<file path="config.mk">
export PLATFORM = sky130hd
export DESIGN_NAME = sd_block_responder_flat
export DESIGN_NICKNAME = d
export VERILOG_FILES = /design/src/rtl/sd_block_responder_if.sv /design/src/rtl/sd_block_responder.sv /design/src/flat_wrapper.sv
export SDC_FILE = /design/constraint.sdc
export NUM_CORES = 1
export LEC_CHECK = 0
export ABC_AREA = 1
export BUFFER_PORTS_ARGS = -buffer_cell sky130_fd_sc_hd__buf_2
export CAP_MARGIN = 20
export CORE_MARGIN = 1.5
export CORE_UTILIZATION = 47
export CTS_CLUSTER_SIZE = 24
export DETAILED_ROUTE_END_ITERATION = 12
export PLACE_DENSITY_LB_ADDON = 0.1
export SLEW_MARGIN = 20
export SYNTH_ARGS = -nofsm -noshare
export SYNTH_HDL_FRONTEND = slang
export SYNTH_SLANG_ARGS = --single-unit
</file>
<file path="constraint.sdc">
create_clock -name clk_sys -period 2.6 [get_ports clk_sys]
set_input_delay 0.39 -clock clk_sys [delete_from_list [all_inputs] [get_ports clk_sys]]
set_output_delay 0.39 -clock clk_sys [all_outputs]
set_load 0.01 [all_outputs]
</file>
<file path="src/rtl/sd_block_responder_if.sv">
// Virtual-disk block handshake between a requester (master) and the responder (slave),
// including the sector-buffer port the responder drives.
interface sd_block_responder_if #(
  parameter int VDNUM = 3
);
  logic [31:0]      sd_lba;
  logic [VDNUM-1:0] sd_rd;
  logic [VDNUM-1:0] sd_wr;
  logic             sd_ack;
  logic [8:0]       sd_buff_addr;
  logic [7:0]       sd_buff_dout;
  logic             sd_buff_wr;
  logic [7:0]       sd_buff_din;

  modport master (
    output sd_lba, sd_rd, sd_wr, sd_buff_din,
    input  sd_ack, sd_buff_addr, sd_buff_dout, sd_buff_wr
  );

  modport slave (
    input  sd_lba, sd_rd, sd_wr, sd_buff_din,
    output sd_ack, sd_buff_addr, sd_buff_dout, sd_buff_wr
  );
endinterface

</file>
<file path="src/rtl/sd_block_responder.sv">
// Serves 512-byte block reads/writes from a byte-wide backing memory, one image per drive.
// Optional write protect input img_wp is enabled by defining SD_BLOCK_RESPONDER_WRPROT_EN.
module sd_block_responder #(
  parameter int VDNUM  = 3,
  parameter int ADDR_W = 24,
  parameter int BLKS_W = 16
) (
  input  logic                    clk_sys,
  input  logic                    areset,
  sd_block_responder_if.slave     sd,
  input  logic [VDNUM*ADDR_W-1:0] img_base,
  input  logic [VDNUM*BLKS_W-1:0] img_blks,
`ifdef SD_BLOCK_RESPONDER_WRPROT_EN
  input  logic [VDNUM-1:0]        img_wp,
`endif
  output logic [ADDR_W-1:0]       mem_addr,
  output logic                    mem_rd,
  output logic                    mem_wr,
  output logic [7:0]              mem_dout,
  input  logic [7:0]              mem_din,
  input  logic                    mem_ack
);

  typedef enum logic [2:0] {
    IDLE, RD_REQ, RD_BUF, WR_BUF, WR_LAT, WR_MEM, DONE
  } state_t;

  state_t            state_q;
  logic [8:0]        cnt_q;
  logic              ack_q;
  logic [8:0]        buff_addr_q;
  logic [7:0]        buff_dout_q;
  logic              buff_wr_q;
  logic [ADDR_W-1:0] mem_addr_q;
  logic              mem_rd_q;
  logic              mem_wr_q;
  logic [7:0]        mem_dout_q;
  logic [ADDR_W-1:0] blk_addr_q;
  logic              skip_q;

  logic              req_d;
  logic              rd_d;
  logic              wp_d;
  logic [ADDR_W-1:0] base_d;
  logic [BLKS_W-1:0] blks_d;
  logic              oor_d;
  logic [ADDR_W-1:0] blk_addr_d;

  function automatic logic [ADDR_W-1:0] byte_addr(input logic [ADDR_W-1:0] blk,
                                                  input logic [8:0] idx);
    return blk + ADDR_W'(idx);
  endfunction

  // Descending scan so the lowest-index requesting drive is the one that sticks.
  always_comb begin
    req_d  = 1'b0;
    rd_d   = 1'b0;
    wp_d   = 1'b0;
    base_d = '0;
    blks_d = '0;
    for (int k = VDNUM - 1; k >= 0; k--) begin
      if (sd.sd_rd[k] | sd.sd_wr[k]) begin
        req_d  = 1'b1;
        rd_d   = sd.sd_rd[k];
        base_d = img_base[k*ADDR_W +: ADDR_W];
        blks_d = img_blks[k*BLKS_W +: BLKS_W];
`ifdef SD_BLOCK_RESPONDER_WRPROT_EN
        wp_d   = img_wp[k];
`endif
      end
    end
  end

  assign oor_d      = sd.sd_lba >= 32'(blks_d);
  assign blk_addr_d = base_d + ADDR_W'({sd.sd_lba, 9'b0});

  always_ff @(posedge clk_sys) begin
    if (areset) begin
      state_q     <= IDLE;
      cnt_q       <= '0;
      ack_q       <= 1'b0;
      buff_addr_q <= '0;
      buff_dout_q <= '0;
      buff_wr_q   <= 1'b0;
      mem_addr_q  <= '0;
      mem_rd_q    <= 1'b0;
      mem_wr_q    <= 1'b0;
      mem_dout_q  <= '0;
    end else begin
      case (state_q)
        IDLE: begin
          if (req_d) begin
            blk_addr_q  <= blk_addr_d;
            skip_q      <= oor_d | (~rd_d & wp_d);
            ack_q       <= 1'b1;
            cnt_q       <= '0;
            buff_addr_q <= '0;
            if (rd_d) begin
              state_q    <= RD_REQ;
              mem_rd_q   <= ~oor_d;
              mem_addr_q <= blk_addr_d;
            end else begin
              state_q    <= WR_BUF;
            end
          end
        end
        // Skipped blocks bypass memory and feed zeros into the buffer.
        RD_REQ: begin
          if (skip_q || (mem_rd_q && mem_ack)) begin
            mem_rd_q    <= 1'b0;
            buff_addr_q <= cnt_q;
            buff_dout_q <= skip_q ? 8'h00 : mem_din;
            buff_wr_q   <= 1'b1;
            state_q     <= RD_BUF;
          end
        end
        RD_BUF: begin
          buff_wr_q <= 1'b0;
          cnt_q     <= cnt_q + 9'd1;
          if (cnt_q == 9'd511) begin
            state_q <= DONE;
            ack_q   <= 1'b0;
          end else begin
            state_q    <= RD_REQ;
            mem_rd_q   <= ~skip_q;
            mem_addr_q <= byte_addr(blk_addr_q, cnt_q + 9'd1);
          end
        end
        WR_BUF: state_q <= WR_LAT;
        WR_LAT: begin
          mem_dout_q <= sd.sd_buff_din;
          mem_wr_q   <= ~skip_q;
          mem_addr_q <= byte_addr(blk_addr_q, cnt_q);
          state_q    <= WR_MEM;
        end
        WR_MEM: begin
          if (skip_q || (mem_wr_q && mem_ack)) begin
            mem_wr_q <= 1'b0;
            cnt_q    <= cnt_q + 9'd1;
            if (cnt_q == 9'd511) begin
              state_q <= DONE;
              ack_q   <= 1'b0;
            end else begin
              buff_addr_q <= cnt_q + 9'd1;
              state_q     <= WR_BUF;
            end
          end
        end
        DONE:    state_q <= IDLE;
        default: state_q <= IDLE;
      endcase
    end
  end

  assign sd.sd_ack       = ack_q;
  assign sd.sd_buff_addr = buff_addr_q;
  assign sd.sd_buff_dout = buff_dout_q;
  assign sd.sd_buff_wr   = buff_wr_q;
  assign mem_addr        = mem_addr_q;
  assign mem_rd          = mem_rd_q;
  assign mem_wr          = mem_wr_q;
  assign mem_dout        = mem_dout_q;

endmodule

</file>
<file path="src/flat_wrapper.sv">
// flat-port wrapper written by rule: the top's interface ports become plain ports
module sd_block_responder_flat 
#(
  parameter int VDNUM  = 3,
  parameter int ADDR_W = 24,
  parameter int BLKS_W = 16
)
  (clk_sys, areset, img_base, img_blks, mem_addr, mem_rd, mem_wr, mem_dout, mem_din, mem_ack, sd_sd_lba, sd_sd_rd, sd_sd_wr, sd_sd_buff_din, sd_sd_ack, sd_sd_buff_addr, sd_sd_buff_dout, sd_sd_buff_wr);
  sd_block_responder_if #(.VDNUM(VDNUM)) sd_i ();
  input  logic clk_sys;
  input  logic areset;
  input  logic [VDNUM*ADDR_W-1:0] img_base;
  input  logic [VDNUM*BLKS_W-1:0] img_blks;
  output logic [ADDR_W-1:0] mem_addr;
  output logic mem_rd;
  output logic mem_wr;
  output logic [7:0] mem_dout;
  input  logic [7:0] mem_din;
  input  logic mem_ack;
  input wire logic [$bits(sd_i.sd_lba)-1:0] sd_sd_lba;
  input wire logic [$bits(sd_i.sd_rd)-1:0] sd_sd_rd;
  input wire logic [$bits(sd_i.sd_wr)-1:0] sd_sd_wr;
  input wire logic [$bits(sd_i.sd_buff_din)-1:0] sd_sd_buff_din;
  output wire logic [$bits(sd_i.sd_ack)-1:0] sd_sd_ack;
  output wire logic [$bits(sd_i.sd_buff_addr)-1:0] sd_sd_buff_addr;
  output wire logic [$bits(sd_i.sd_buff_dout)-1:0] sd_sd_buff_dout;
  output wire logic [$bits(sd_i.sd_buff_wr)-1:0] sd_sd_buff_wr;
  assign sd_i.sd_lba = sd_sd_lba;
  assign sd_i.sd_rd = sd_sd_rd;
  assign sd_i.sd_wr = sd_sd_wr;
  assign sd_i.sd_buff_din = sd_sd_buff_din;
  assign sd_sd_ack = sd_i.sd_ack;
  assign sd_sd_buff_addr = sd_i.sd_buff_addr;
  assign sd_sd_buff_dout = sd_i.sd_buff_dout;
  assign sd_sd_buff_wr = sd_i.sd_buff_wr;
  sd_block_responder #(.VDNUM(VDNUM), .ADDR_W(ADDR_W), .BLKS_W(BLKS_W)) u_core (.clk_sys(clk_sys), .areset(areset), .sd(sd_i), .img_base(img_base), .img_blks(img_blks), .mem_addr(mem_addr), .mem_rd(mem_rd), .mem_wr(mem_wr), .mem_dout(mem_dout), .mem_din(mem_din), .mem_ack(mem_ack));
endmodule
</file>
Word-level counts from Yosys, hierarchy flattened
Index checks and enable logic that the tools add are counted.
W data, S select, Z words.
{"block": "word_totals", "register_bits": 90, "inputBits": 177, "output_inout_bits": 53}
{"block": "classes", "addsub": 4, "magnitude_cmp": 1, "n_eq_ne": 12, "n_mux": 44, "bitwise_logic": 6, "reduce_logical": 20}
{"operator": "$mux W24", "n": 6}
{"operator": "$pmux W24 S3", "n": 1}
{"operator": "$pmux W9 S3", "n": 2}
{"operator": "$add A24 B9 Y24", "n": 2}
{"operator": "$mux W16", "n": 3}
{"operator": "$mux W9", "n": 5}
{"operator": "$ge A32 B16 Y1", "n": 1}
{"operator": "$add A24 B24 Y24", "n": 1}
{"operator": "$pmux W3 S6", "n": 1}
{"operator": "$mux W1", "n": 15}
{"operator": "$mux W3", "n": 5}
{"operator": "$reduce_bool A3 Y1", "n": 4}
{"operator": "$reduce_and A5 Y1", "n": 2}
{"operator": "$add A9 B1 Y9 const B", "n": 1}
{"operator": "$eq A9 B9 Y1 const B", "n": 1}
{"operator": "$reduce_and A3 Y1", "n": 3}
{"operator": "$mux W8", "n": 1}
{"operator": "$ne A2 B1 Y1 const B", "n": 4}
{"operator": "$eq A3 B2 Y1 const B", "n": 2}
{"operator": "$eq A3 B3 Y1 const B", "n": 2}
{"operator": "$pmux W1 S3", "n": 2}
{"operator": "$reduce_and A2 Y1", "n": 3}
{"operator": "$ne A2 B2 Y1 const B", "n": 2}
{"operator": "$pmux W1 S2", "n": 2}
{"operator": "other kinds (9)", "n": 16}

Longest topological paths before layout
Gate-level depths: netlist of the first run.
{"block": "depth", "depth_word": 9, "ltp_mapped": 21, "ltp_nobuf": 21}

Worst setup path after synthesis of the first run
OpenSTA, ideal clock, no wires.
{"block": "synth_path", "path_kind": "input-to-reg", "from": "input port sd_sd_rd[0]", "to": "register u_core.blk_addr_q[23] (data pin)", "setup_time_ps": 255, "arrival_ps": 2579, "slack_ps": -233, "cell_stages": 17, "path_cell_list": "nor2_1 -> inv_1 -> clkbuf_1 -> clkbuf_1 -> a21oi_1 -> a21oi_1 -> ha_1 -> fa_1 -> nand3_1 -> nand2_1 -> nand2_1 -> nand2_1 -> nand2_1 -> nand2_1 -> inv_1 -> nand2_1 -> and2_1"}
{"block": "synth_between", "elab_chain_len": 3}
{"item": "start, declared", "line_no": "flat_wrapper.sv:21", "source": "input wire logic [$bits(sd_i.sd_rd)-1:0] sd_sd_rd;"}
{"item": "$or A1 B1 Y1", "line_no": "sd_block_responder.sv:62", "source": "if (sd.sd_rd[k] | sd.sd_wr[k]) begin"}
{"item": "$mux W24", "line_no": "sd_block_responder.sv:62"}
{"item": "$add A24 B24 Y24", "line_no": "sd_block_responder.sv:75", "source": "assign blk_addr_d = base_d + ADDR_W'({sd.sd_lba, 9'b0});"}
{"item": "named net u_core.blk_addr_d[23]", "line_no": "sd_block_responder.sv:47", "source": "logic [ADDR_W-1:0] blk_addr_d;"}
{"item": "end signal, assigned", "line_no": "sd_block_responder.sv:93", "source": "blk_addr_q <= blk_addr_d;"}
{"item": "end, declared", "line_no": "sd_block_responder.sv:38", "source": "logic [ADDR_W-1:0] blk_addr_q;"}
The timed path passes the listed nets, and every way through them passes these cells.
A chain may end at the register's enable or synchronous reset.

Final worst setup path of the first run
{"block": "layout_path", "from": "register u_core.cnt_q[0]", "to": "register u_core.mem_addr_q[23], in the netlist u_core.mem_addr[23]"}
{"block": "layout_between", "elab_chain_len": 4, "word_cells_on_any_way": 8, "cone_classes": "3 x add/sub; 2 x eq/ne; 2 x mux; 1 x reduce/logical"}
{"item": "start, declared", "line_no": "sd_block_responder.sv:29", "source": "logic [8:0] cnt_q;"}
{"item": "start signal, assigned", "line_no": "sd_block_responder.sv:119", "source": "cnt_q <= cnt_q + 9'd1;"}
{"item": "start signal, assigned", "line_no": "sd_block_responder.sv:139", "source": "cnt_q <= cnt_q + 9'd1;"}
{"item": "$add A9 B1 Y9", "line_no": "sd_block_responder.sv:126", "source": "mem_addr_q <= byte_addr(blk_addr_q, cnt_q + 9'd1);"}
{"item": "$add A24 B9 Y24", "line_no": "sd_block_responder.sv:51", "source": "return blk + ADDR_W'(idx);"}
{"item": "$mux W24", "line_no": "sd_block_responder.sv:120", "source": "if (cnt_q == 9'd511) begin"}
{"item": "$pmux W24 S3", "line_no": "sd_block_responder.sv:90", "source": "case (state_q)"}
{"item": "end signal, assigned", "line_no": "sd_block_responder.sv:101", "source": "mem_addr_q <= blk_addr_d;"}
{"item": "end signal, assigned", "line_no": "sd_block_responder.sv:126"}
{"item": "end signal, assigned", "line_no": "sd_block_responder.sv:133", "source": "mem_addr_q <= byte_addr(blk_addr_q, cnt_q);"}
{"item": "end, declared", "line_no": "sd_block_responder.sv:34", "source": "logic [ADDR_W-1:0] mem_addr_q;"}
Parallel ways exist; a longest one is shown, timed or not. The select of a mux whose other input is x is not followed.

==> results of run 1 <==
## per-layer routing
| metal | part of all wire [%] | track usage (%) | wire (µm) |
|---|---|---|---|
| met1 | 42 | 38.2 | 9580 |
| met2 | 47 | 50.6 | 10800 |
| met5 | 0 | 0 | 0 |
| met4 | 2.7 | 10.0 | 606 |
| met3 | 7.8 | 5.39 | 1770 |
## stage by stage
step	util [%]	TNS, ns	cell area (µm²)
2_1_floorplan	-	-0.00447	6790
3_3_place_gp	62.8	-0.861	8750
3_5_place_dp	62.8	-1.57	8750
4_1_cts	65.5	-0.00939	9120
5_1_grt	67.3	-1.18	9370
6_report	67.3	0	9370
## repair_timing
action,CTS,global route
resized for setup,21,57
pin swaps,10,39
gates cloned,0,0
setup buffers,1,6
endpoints found under the setup margin,15,19
hold buffers,0,0
## area by class of cell
cell class / count / area (µm²) / area share, %
diodes: 1 / 2.50 / 0.0267
clock inverters: 5 / 63.8 / 0.681
flip-flops and latches: 90 / 2060 / 22.0
well taps: 180 / 225 / 2.40
repair buffers: 332 / 1990 / 21.2
inverters: 108 / 408 / 4.35
clock buffers: 11 / 264 / 2.82
multi-input cells: 791 / 4360 / 46.5
## worst max-delay path by stage
| stage | startpoint | end | slack, ns | cells after the start |
|---|---|---|---|---|
| 2_1_floorplan | sd_sd_wr[1] | u_core.blk_addr_q[23] | -0.004 | 17 |
| 3_3_place_gp | sd_sd_rd[2] | u_core.blk_addr_q[23] | -0.12 | 17 |
| 3_5_place_dp | sd_sd_wr[1] | u_core.blk_addr_q[23] | -0.15 | 17 |
| 4_1_cts | u_core.cnt_q[0] | u_core.mem_addr[17] | -0.005 | 20 |
| 5_1_grt | u_core.cnt_q[0] | u_core.mem_addr[23] | -0.15 | 20 |
| 6_report | u_core.cnt_q[0] | u_core.mem_addr[23] | 0.02 | 19 |
## logic make-up after synthesis
| group | Yosys count | share of synthesized area, % |
|---|---|---|
| AO/OA/AOI/OAI | 234 | 19.5 |
| buffers and inverters | 144 | 8.64 |
| adder cells (fa/ha/maj) | 43 | 8.19 |
| AND/OR/NAND/NOR | 502 | 31.7 |
| flip-flops | 90 | 30.4 |
| XOR/XNOR | 12 | 1.56 |
## flip-flops by register name (all words and copies together) (netlist names)
| register | count |
|---|---|
| u_core.blk_addr_q | 24 |
| u_core.cnt_q | 9 |
| u_core.mem_addr | 24 |
| u_core.mem_dout | 8 |
| u_core.mem_rd | 1 |
| u_core.mem_wr | 1 |
| u_core.sd.sd_ack | 1 |
| u_core.sd.sd_buff_addr | 9 |
| u_core.sd.sd_buff_dout | 8 |
| u_core.sd.sd_buff_wr | 1 |
| u_core.skip_q | 1 |
| u_core.state_q | 3 |
## synth_stat cells (all sizes together) (12+ instances only)
cell	count	area (µm²)
a21oi	127	647
nand2	275	1040
a221o	15	150
dfxtp	65	1300
nor2	111	459
buf	12	87.6
ha	41	513
clkbuf	24	90.1
nand3	78	390
o21ai	72	375
edfxtp	25	751
inv	107	402
## worst register-to-register path, delay by kind of cell (launching register included)
family                   cells  cell delay, ns
adder cells (fa/ha/maj)      3            0.68
buffers and inverters        2            0.11
flip-flops                   1            0.37
AND/OR/NAND/NOR             13            1.25
AO/OA/AOI/OAI                1            0.06
## power groups by stage
stage | logic (W) | clock network, W | registers, W
finish | 0.00195 | 0.00143 | 0.00179
global route | 0.00218 | 0.00149 | 0.00181
CTS | 0.00190 | 0.00143 | 0.00179
detailed placement | 0.00187 | 0 | 0.00182
global placement | 0.00186 | 0 | 0.00181
floorplan | 0.00107 | 0 | 0.00186
## layout by cell type (no fill, tap or decap), drive strengths merged
| master | Yosys | routed |
|---|---|---|
| a211oi | 3 | 3 |
| a21o | 1 | 1 |
| a21oi | 127 | 127 |
| a221o | 15 | 15 |
| a22oi | 1 | 1 |
| a31oi | 3 | 3 |
| and2 | 7 | 7 |
| buf | 12 | 332 |
| bufinv | 0 | 1 |
| clkbuf | 24 | 11 |
| clkinv | 1 | 2 |
| dfxtp | 65 | 65 |
| diode | 0 | 1 |
| edfxtp | 25 | 25 |
| fa | 2 | 2 |
| ha | 41 | 41 |
| inv | 107 | 110 |
| nand2 | 275 | 275 |
| nand3 | 78 | 78 |
| nand3b | 4 | 4 |
| nand4 | 10 | 10 |
| nor2 | 111 | 111 |
| nor3 | 8 | 8 |
| nor4 | 1 | 1 |
| o211ai | 2 | 2 |
| o21a | 4 | 4 |
| o21ai | 72 | 72 |
| o21bai | 1 | 1 |
| o22ai | 5 | 5 |
| or2 | 8 | 8 |
| xnor2 | 2 | 2 |
| xor2 | 10 | 10 |
==> impl_metrics.ini, run 1 <==
[sta]
setup_ws_ns = 0.0228
rsz0062_at_grt = true
final_hold_viol_count = 0
drv_slew = 0
fin_crit_ns = 2.58
slew_headroom_pct = 63.8
max_freq_ghz = 0.388
hold_slack_ns = 0.255
clock_skew_ns = 0.00995
min_period_over_period_pct = 99.1
setup_viol = 0
worst_slew_pin_slew_ns = 0.541

[power_and_ir_drop]
vdd_drop_max_v = 0.000339
combPwrFrac_pct = 37.7
clkPwrFrac_pct = 27.7
switching_share_pct = 36.1
power_w = 0.00518
switching_power_w = 0.00187
internal_power_w = 0.00331
cellLeakagePower_nw = 4.67
power_density_nw_per_um2 = 552
p_seq_share_pct = 34.6

[grt]
grt_pass1_wl_um = 35200
grt_pass1_vias = 7381
antenna_found_initial = 1
grt_overflow = 0
grt_max_degree = 34
track_usage_pct = 29.9

[place]
portBuffers = 229
pre_cts_ws_ns = -0.151
dp_hpwl_um = 17900
gp_congestion = 0.953
dp.cells = 1494

[clock_tree]
cts-htree-levels = 3
numCtsBuffers = 9
clock_latency_ns = 0.36
clock_path_buffers = 2
path_clk_slew_ns = 0.07
cts_tree = yes
numClockSinks = 90
cts-root-buf = clkbuf_16

[logic_synthesis]
ys_warn_count = 0
synthCells = 1025
syn_avg_cell_area_um2 = 6.59
ys_ff_latch = 90
yosysSeqAreaShare_pct = 30.4
async_reset_ff_share_pct = 0
syn_nets = 1245
synth.cell_area_um2 = 6750
synth.distinct_cells = 43
synth_edf_count = 25
yosys_most_used_dff = dfxtp_1

[worst_hold_path]
hold_path_class = input port to register
min_path_cells = 3
worstHoldStart = sd_sd_buff_din[1]
min_to = u_core.mem_dout[1]

[die]
rows = 43
design.core.area_um2 = 13900
initial_core_util_pct = 48.4
die_width_um = 123
die_y_um = 123
die_area_um2 = 15100
pin_count = 230

[critical_path]
slowest_delay_ns = 0.37
rrSetupSlack_ns = 0.02
crit_path_frequent_cell = nand2_1
rr_worst_depth = 19
cp-start-kind = register
path_buf_inv = 2
path_cells = ha_4 > nand4_1 > nor2_1 > nand2_1 > nor2_1 > ha_1 > inv_2 > o21ai_4 > ha_4 > nand2_1 > nand2_2 > nand3_1 > or2_4 > nand3_1 > nand2_1 > nand2_1 > nand3_1 > nand2_1 > inv_1
cpLargestDelayFamily = simple AND/OR/NAND/NOR gates
path_max_fanout = 4
regToRegStartpoint = u_core.cnt_q[0]
r2r_end = u_core.mem_addr[23]
crit_type = register to register
cp.arrival_ns = 2.83
endpoint_kind = register
worst_path_max_delay_cell = dfxtp_4
critPathRequiredTime_ns = 2.86

[cells_and_area]
final_cells = 1518
fillers = 1291
drive_above_1_share_pct = 32.8
area_growth_pct = 38.9
nNetsFinal = 1552

[routing]
vias = 7964
drtIter0Drc = 705
wl_um = 22800
drt-pass1-iter-count = 5
final_antenna_net_count = 0
wl_per_cell_um = 15.0
drc = 0
routed_via_density = 5.25

[job]
cap_violations = 0

[outcome]
status = completed
(Power assumes the default switching activity.)
==> run 2: changes to the inputs <==
==> constraint.sdc (replaced) <==
create_clock -name clk_sys -period 2.1 [get_ports clk_sys]
set_input_delay 0.315 -clock clk_sys [delete_from_list [all_inputs] [get_ports clk_sys]]
set_output_delay 0.315 -clock clk_sys [all_outputs]
set_load 0.01 [all_outputs]
==> run 2 against run 1 <==
Net effect: the run now ends with negative setup slack left; largest power group unchanged; sequential power grew 25%; die area is the same; critical path type unchanged; combinational power grew 66%.
==> impl_metrics.ini, run 2 (synthesis results as in run 1) <==
[worst_hold_path]
hold_path_class = input port to register
min_path_cells = 3
min_to = u_core.mem_dout[6]
worstHoldStart = sd_sd_buff_din[6]

[die]
initial_core_util_pct = 48.4
die_width_um = 123
rows = 43
die_y_um = 123
die_area_um2 = 15100
pin_count = 230
design.core.area_um2 = 13900

[critical_path]
path_cells = buf_4 > buf_6 > nand2_4 > nor2_4 > nand4_1 > buf_4 > nand2_2 > o21ai_2 > ha_4 > buf_6 > nand2_1 > nand2_1 > nand2_1 > nand2_1 > nand2_2 > nand3_4 > or2_4 > nand3_1 > a21oi_2
cp-start-kind = register
path_max_fanout = 5
critPathRequiredTime_ns = 2.35
crit_type = register to register
cpLargestDelayFamily = simple AND/OR/NAND/NOR gates
rr_worst_depth = 19
worst_path_max_delay_cell = dfxtp_4
slowest_delay_ns = 0.36
r2r_end = u_core.mem_addr[12]
crit_path_frequent_cell = nand2_1
rrSetupSlack_ns = -0.65
path_buf_inv = 4
regToRegStartpoint = u_core.cnt_q[1]
endpoint_kind = register
cp.arrival_ns = 3.00

[routing]
routed_via_density = 5.74
drtIter0Drc = 832
drc = 0
drt-pass1-iter-count = 6
vias = 9204
wl_per_cell_um = 18.7
wl_um = 29900
final_antenna_net_count = 0

[cells_and_area]
finish.utilization_pct = 80.9
final_cells = 1603
mostFrequentLayoutCells = buf_2 (225), nand2_1 (189), buf_4 (147), nor2_1 (92), a21oi_1 (81)
nNetsFinal = 1633
drive_above_1_share_pct = 48.4
final_common_cell = buf_2
area_growth_pct = 67.0

[sta]
rsz0062_at_grt = true
setup_ws_ns = -0.651
slew_headroom_pct = 67.3
drv_slew = 0
fin_setup_tns_ns = -10.48
worst_slew_pin_slew_ns = 0.487
min_period_over_period_pct = 131
setup_viol = 37
final_hold_viol_count = 0
hold_slack_ns = 0.177
max_freq_ghz = 0.364
clock_skew_ns = 0.0122
fin_crit_ns = 2.75

[power_and_ir_drop]
cellLeakagePower_nw = 5.35
power_w = 0.00717
combPwrFrac_pct = 45.2
internal_power_w = 0.00446
clkPwrFrac_pct = 23.7
switching_power_w = 0.00271
switching_share_pct = 37.8
p_seq_share_pct = 31.1
vdd_drop_max_v = 0.000438
power_density_nw_per_um2 = 636

[grt]
grt_overflow = 0
grt_pass1_vias = 8214
track_usage_pct = 33.3
antenna_found_initial = 3
grt_max_degree = 34
grt_pass1_wl_um = 39100

[place]
dp_hpwl_um = 18100
portBuffers = 229
gp_congestion = 0.920
dp.cells = 1524

[clock_tree]
clock_path_buffers = 2
path_clk_slew_ns = 0.07
cts-root-buf = clkbuf_16
cts-htree-levels = 3
cts_tree = yes
numClockSinks = 90
numCtsBuffers = 9
clock_latency_ns = 0.36

[outcome]
violations = negative setup slack
status = finished with violations

[job]
cap_violations = 0
run 2: cell types whose count changed in the layout (fill, tap and decap cells not counted), moves of 15 or more:
cell,change
nand2_1,-63
nand2_4,+20
inv_1,-15
a21oi_1,-39
a21oi_4,+22
ha_1,-15
ha_4,+17
buf_4,+53
buf_6,+18
a21oi_2,+17
nand2_2,+42
run 2: power by group through the flow:
stage	sequential, W	combinational, W	clock, W
after floorplan	0.00231	0.00137	0
after global placement	0.00226	0.00241	0
after detailed placement	0.00226	0.00245	0
after CTS	0.00223	0.00270	0.00172
after global routing	0.00225	0.00349	0.00176
final	0.00223	0.00324	0.00170
run 2: per-layer routing:
layer,track usage [%],share of wire [%]
met1,41.7,37
met2,57.5,48
met3,3.49,8.7
met4,15.4,6.1
met5,0,0
run 2: area by class of cell:
class / instances / area (µm²)
clock inverters: 3 / 23.8
diodes: 5 / 12.5
flip-flops and latches: 90 / 2070
fillers: 908 / 2660
well taps: 180 / 225
multi-input cells: 792 / 5380
inverters: 108 / 430
clock buffers: 13 / 293
repair buffers: 412 / 2840
run 2: timing repair:
item	4_1_cts	5_1_grt
setup endpoints to repair	31	48
pin swaps	84	109
buffers inserted	37	22
resized for setup	114	209
hold buffers	0	0
hold endpoints to repair	0	0
cloned	5	2
run 2: worst max-delay path by stage:
| stage | endpoint | cells after the start | slack [ns] | startpoint |
|---|---|---|---|---|
| 2_1_floorplan | u_core.mem_addr[22] | 20 | -0.40 | u_core.cnt_q[0] |
| 3_3_place_gp | u_core.mem_addr[22] | 20 | -0.55 | u_core.cnt_q[1] |
| 3_5_place_dp | u_core.mem_addr[22] | 20 | -0.60 | u_core.cnt_q[1] |
| 4_1_cts | u_core.mem_addr[22] | 19 | -0.45 | u_core.cnt_q[0] |
| 5_1_grt | u_core.mem_addr[14] | 19 | -0.75 | u_core.cnt_q[1] |
| 6_report | u_core.mem_addr[12] | 19 | -0.65 | u_core.cnt_q[1] |
run 2: per-stage QoR:
stage,setup WS [ns],area (µm²)
final,-0.651,11300
after CTS,-0.447,10200
after floorplan,-0.402,6990
after global placement,-0.545,9090
after detailed placement,-0.604,9090
after global routing,-0.752,11300
run 2: worst reg2reg max path: stages, from the launching register on:
cell and delay, ns:
dfxtp_4 0.36, buf_4 0.11, buf_6 0.09, nand2_4 0.06, nor2_4 0.12, nand4_1 0.17, buf_4 0.20, nand2_2 0.08
o21ai_2 0.07, ha_4 0.26, buf_6 0.12, nand2_1 0.10, nand2_1 0.11, nand2_1 0.12, nand2_1 0.08, nand2_2 0.11
nand3_4 0.11, or2_4 0.24, nand3_1 0.08, a21oi_2 0.05
==> run 3: changes to the inputs <==
--- a/config.mk
+++ b/config.mk
@@ -9,10 +9,10 @@
 export BUFFER_PORTS_ARGS = -buffer_cell sky130_fd_sc_hd__buf_2
 export CAP_MARGIN = 20
 export CORE_MARGIN = 1.5
-export CORE_UTILIZATION = 47
+export CORE_UTILIZATION = 50
 export CTS_CLUSTER_SIZE = 24
 export DETAILED_ROUTE_END_ITERATION = 12
-export PLACE_DENSITY_LB_ADDON = 0.1
+export PLACE_DENSITY = 0.8
 export SLEW_MARGIN = 20
 export SYNTH_ARGS = -nofsm -noshare
 export SYNTH_HDL_FRONTEND = slang
==> constraint.sdc (replaced) <==
create_clock -name clk_sys -period 3.15 [get_ports clk_sys]
set_input_delay 0.4725 -clock clk_sys [delete_from_list [all_inputs] [get_ports clk_sys]]
set_output_delay 0.4725 -clock clk_sys [all_outputs]
set_load 0.01 [all_outputs]
==> run 3 against run 2 <==
Net effect: the run now ends clean; combinational power decreased by 57%; count of clock-buffer cells in the layout decreased by 1; non-clock buffer count decreased by 161; worst setup slack improved by 0.86 ns; maximum frequency decreased by 6.3%; clock power decreased by 35%; routed wire length decreased by 31%; final cell count decreased by 11%; largest power group is now sequential cells.
==> impl_metrics.ini, run 3 (synthesis results as in run 1) <==
[clock_tree]
cts-root-buf = clkbuf_16
cts_resized = 0
numClockSinks = 90
clock_latency_ns = 0.35
cts-htree-levels = 3
clock_path_buffers = 2
numCtsBuffers = 9
ctsHoldBuffers = 0
postCtsSetupBuffers = 0
cts_tree = yes
path_clk_slew_ns = 0.07

[worst_hold_path]
hold_path_class = input port to register
min_to = u_core.mem_dout[0]
min_path_cells = 3
worstHoldStart = sd_sd_buff_din[0]

[outcome]
status = completed

[grt]
grt_pass1_vias = 7146
grt_overflow = 0
antenna_found_initial = 4
grt_max_degree = 43
grt_pass1_wl_um = 33500
track_usage_pct = 29.2

[cells_and_area]
final_cells = 1434
drive_above_1_share_pct = 24.5
area_growth_pct = 25.5
final_common_cell = nand2_1
nNetsFinal = 1471
fillers = 1259
mostFrequentLayoutCells = nand2_1 (271), buf_2 (229), a21oi_1 (126), nor2_1 (100), inv_1 (98)

[power_and_ir_drop]
cellLeakagePower_nw = 4.21
power_density_nw_per_um2 = 472
internal_power_w = 0.00256
vdd_drop_max_v = 0.000296
clkPwrFrac_pct = 27.8
p_seq_share_pct = 37.2
switching_share_pct = 36.1
switching_power_w = 0.00144
combPwrFrac_pct = 35.0

[routing]
drt-pass1-iter-count = 7
wl_um = 20700
drc = 0
routed_via_density = 5.31
drtIter0Drc = 481
vias = 7620
final_antenna_net_count = 0
wl_per_cell_um = 14.4

[sta]
slew_headroom_pct = 45.0
setup_ws_ns = 0.213
min_period_over_period_pct = 93.2
fin_setup_tns_ns = 0
fin_crit_ns = 2.94
worst_slew_pin_slew_ns = 0.821
setup_viol = 0
drv_slew = 0
clock_skew_ns = 0.00708
final_hold_viol_count = 0
max_freq_ghz = 0.340

[die]
design.core.area_um2 = 13200
rows = 42
die_width_um = 119
initial_core_util_pct = 51.2
die_y_um = 119
pin_count = 230
die_area_um2 = 14200

[critical_path]
path_max_fanout = 5
cp-start-kind = register
endpoint_kind = register
cp.arrival_ns = 3.18
rrSetupSlack_ns = 0.21
critPathRequiredTime_ns = 3.40
rr_worst_depth = 19
r2r_end = u_core.mem_addr[23]
crit_type = register to register
regToRegStartpoint = u_core.cnt_q[0]

[place]
dp.cells = 1416
dp_hpwl_um = 16500
pre_cts_ws_ns = 0.213
portBuffers = 229
gp_congestion = 0.936

[job]
cap_violations = 0
-- run 3: cell types whose count changed in the layout (fill, tap and decap cells not counted), moves of 23 or more --
cell	delta
nand2_1	+82
a21oi_2	-23
nand2_4	-23
buf_6	-23
nand2_2	-58
a21oi_1	+45
buf_4	-126
-- run 3: worst max-delay path, stage by stage, from the launching register on --
cell and delay (ns):
dfxtp_2 0.39, ha_4 0.16, nand4_1 0.17, nor2_1 0.15, nand2_1 0.09, nor2_1 0.11, ha_1 0.25, inv_1 0.07
o21ai_0 0.10, ha_1 0.37, nand2_1 0.07, nand2_1 0.11, nand3_2 0.10, or2_2 0.33, nand3_1 0.08, nand2_1 0.05
nand2_1 0.05, nand3_1 0.08, nand2_1 0.08, inv_1 0.03
-- run 3: power by group through the flow --
stage | clock network [W] | logic, W | registers [W]
after floorplan | 0 | 0.000883 | 0.00154
after global placement | 0 | 0.00137 | 0.00150
after detailed placement | 0 | 0.00139 | 0.00151
after CTS | 0.00112 | 0.00139 | 0.00148
after global routing | 0.00117 | 0.00158 | 0.00150
final | 0.00111 | 0.00140 | 0.00149
-- run 3: layer usage --
layer	wire (µm)	vias to the layer above	track usage, %
met5	0	-	0
li1	-	3874	-
met3	1230	32	3.64
met4	430	0	9.26
met1	8960	3441	37.7
met2	10100	273	50.7
-- run 3: stage by stage --
step | instance area, µm² | power (W) | hold slack [ns] | util [%]
floorplan | 6750 | 0.00242 | 0.465 | -
global placement | 8120 | 0.00287 | 0.448 | 61.6
detailed placement | 8120 | 0.00290 | 0.452 | 61.6
CTS | 8440 | 0.00400 | 0.348 | 64.0
global route | 8470 | 0.00425 | 0.355 | 64.2
finish | 8470 | 0.00400 | 0.350 | 64.2
-- run 3: final cells by class --
| cell class | count | area [µm²] | area share, % |
|---|---|---|---|
| Multi-Input combinational cell | 791 | 4150 | 49.0 |
| Clock inverter | 3 | 23.8 | 0.281 |
| Clock buffer | 12 | 289 | 3.41 |
| Antenna cell | 3 | 7.51 | 0.0886 |
| Sequential cell | 90 | 2050 | 24.2 |
| Timing Repair Buffer | 251 | 1320 | 15.6 |
| Tap cell | 176 | 220 | 2.60 |
| Inverter | 108 | 405 | 4.78 |
-- run 3: worst max-delay path by stage --
stage	start	end	cells past startpoint
after global routing	u_core.cnt_q[0]	u_core.mem_addr[20]	19
final	u_core.cnt_q[0]	u_core.mem_addr[23]	19
after floorplan	sd_sd_rd[0]	u_core.blk_addr_q[23]	17
after global placement	u_core.cnt_q[0]	u_core.mem_addr[23]	19
after detailed placement	u_core.cnt_q[0]	u_core.mem_addr[23]	19
after CTS	u_core.cnt_q[0]	u_core.mem_addr[23]	19
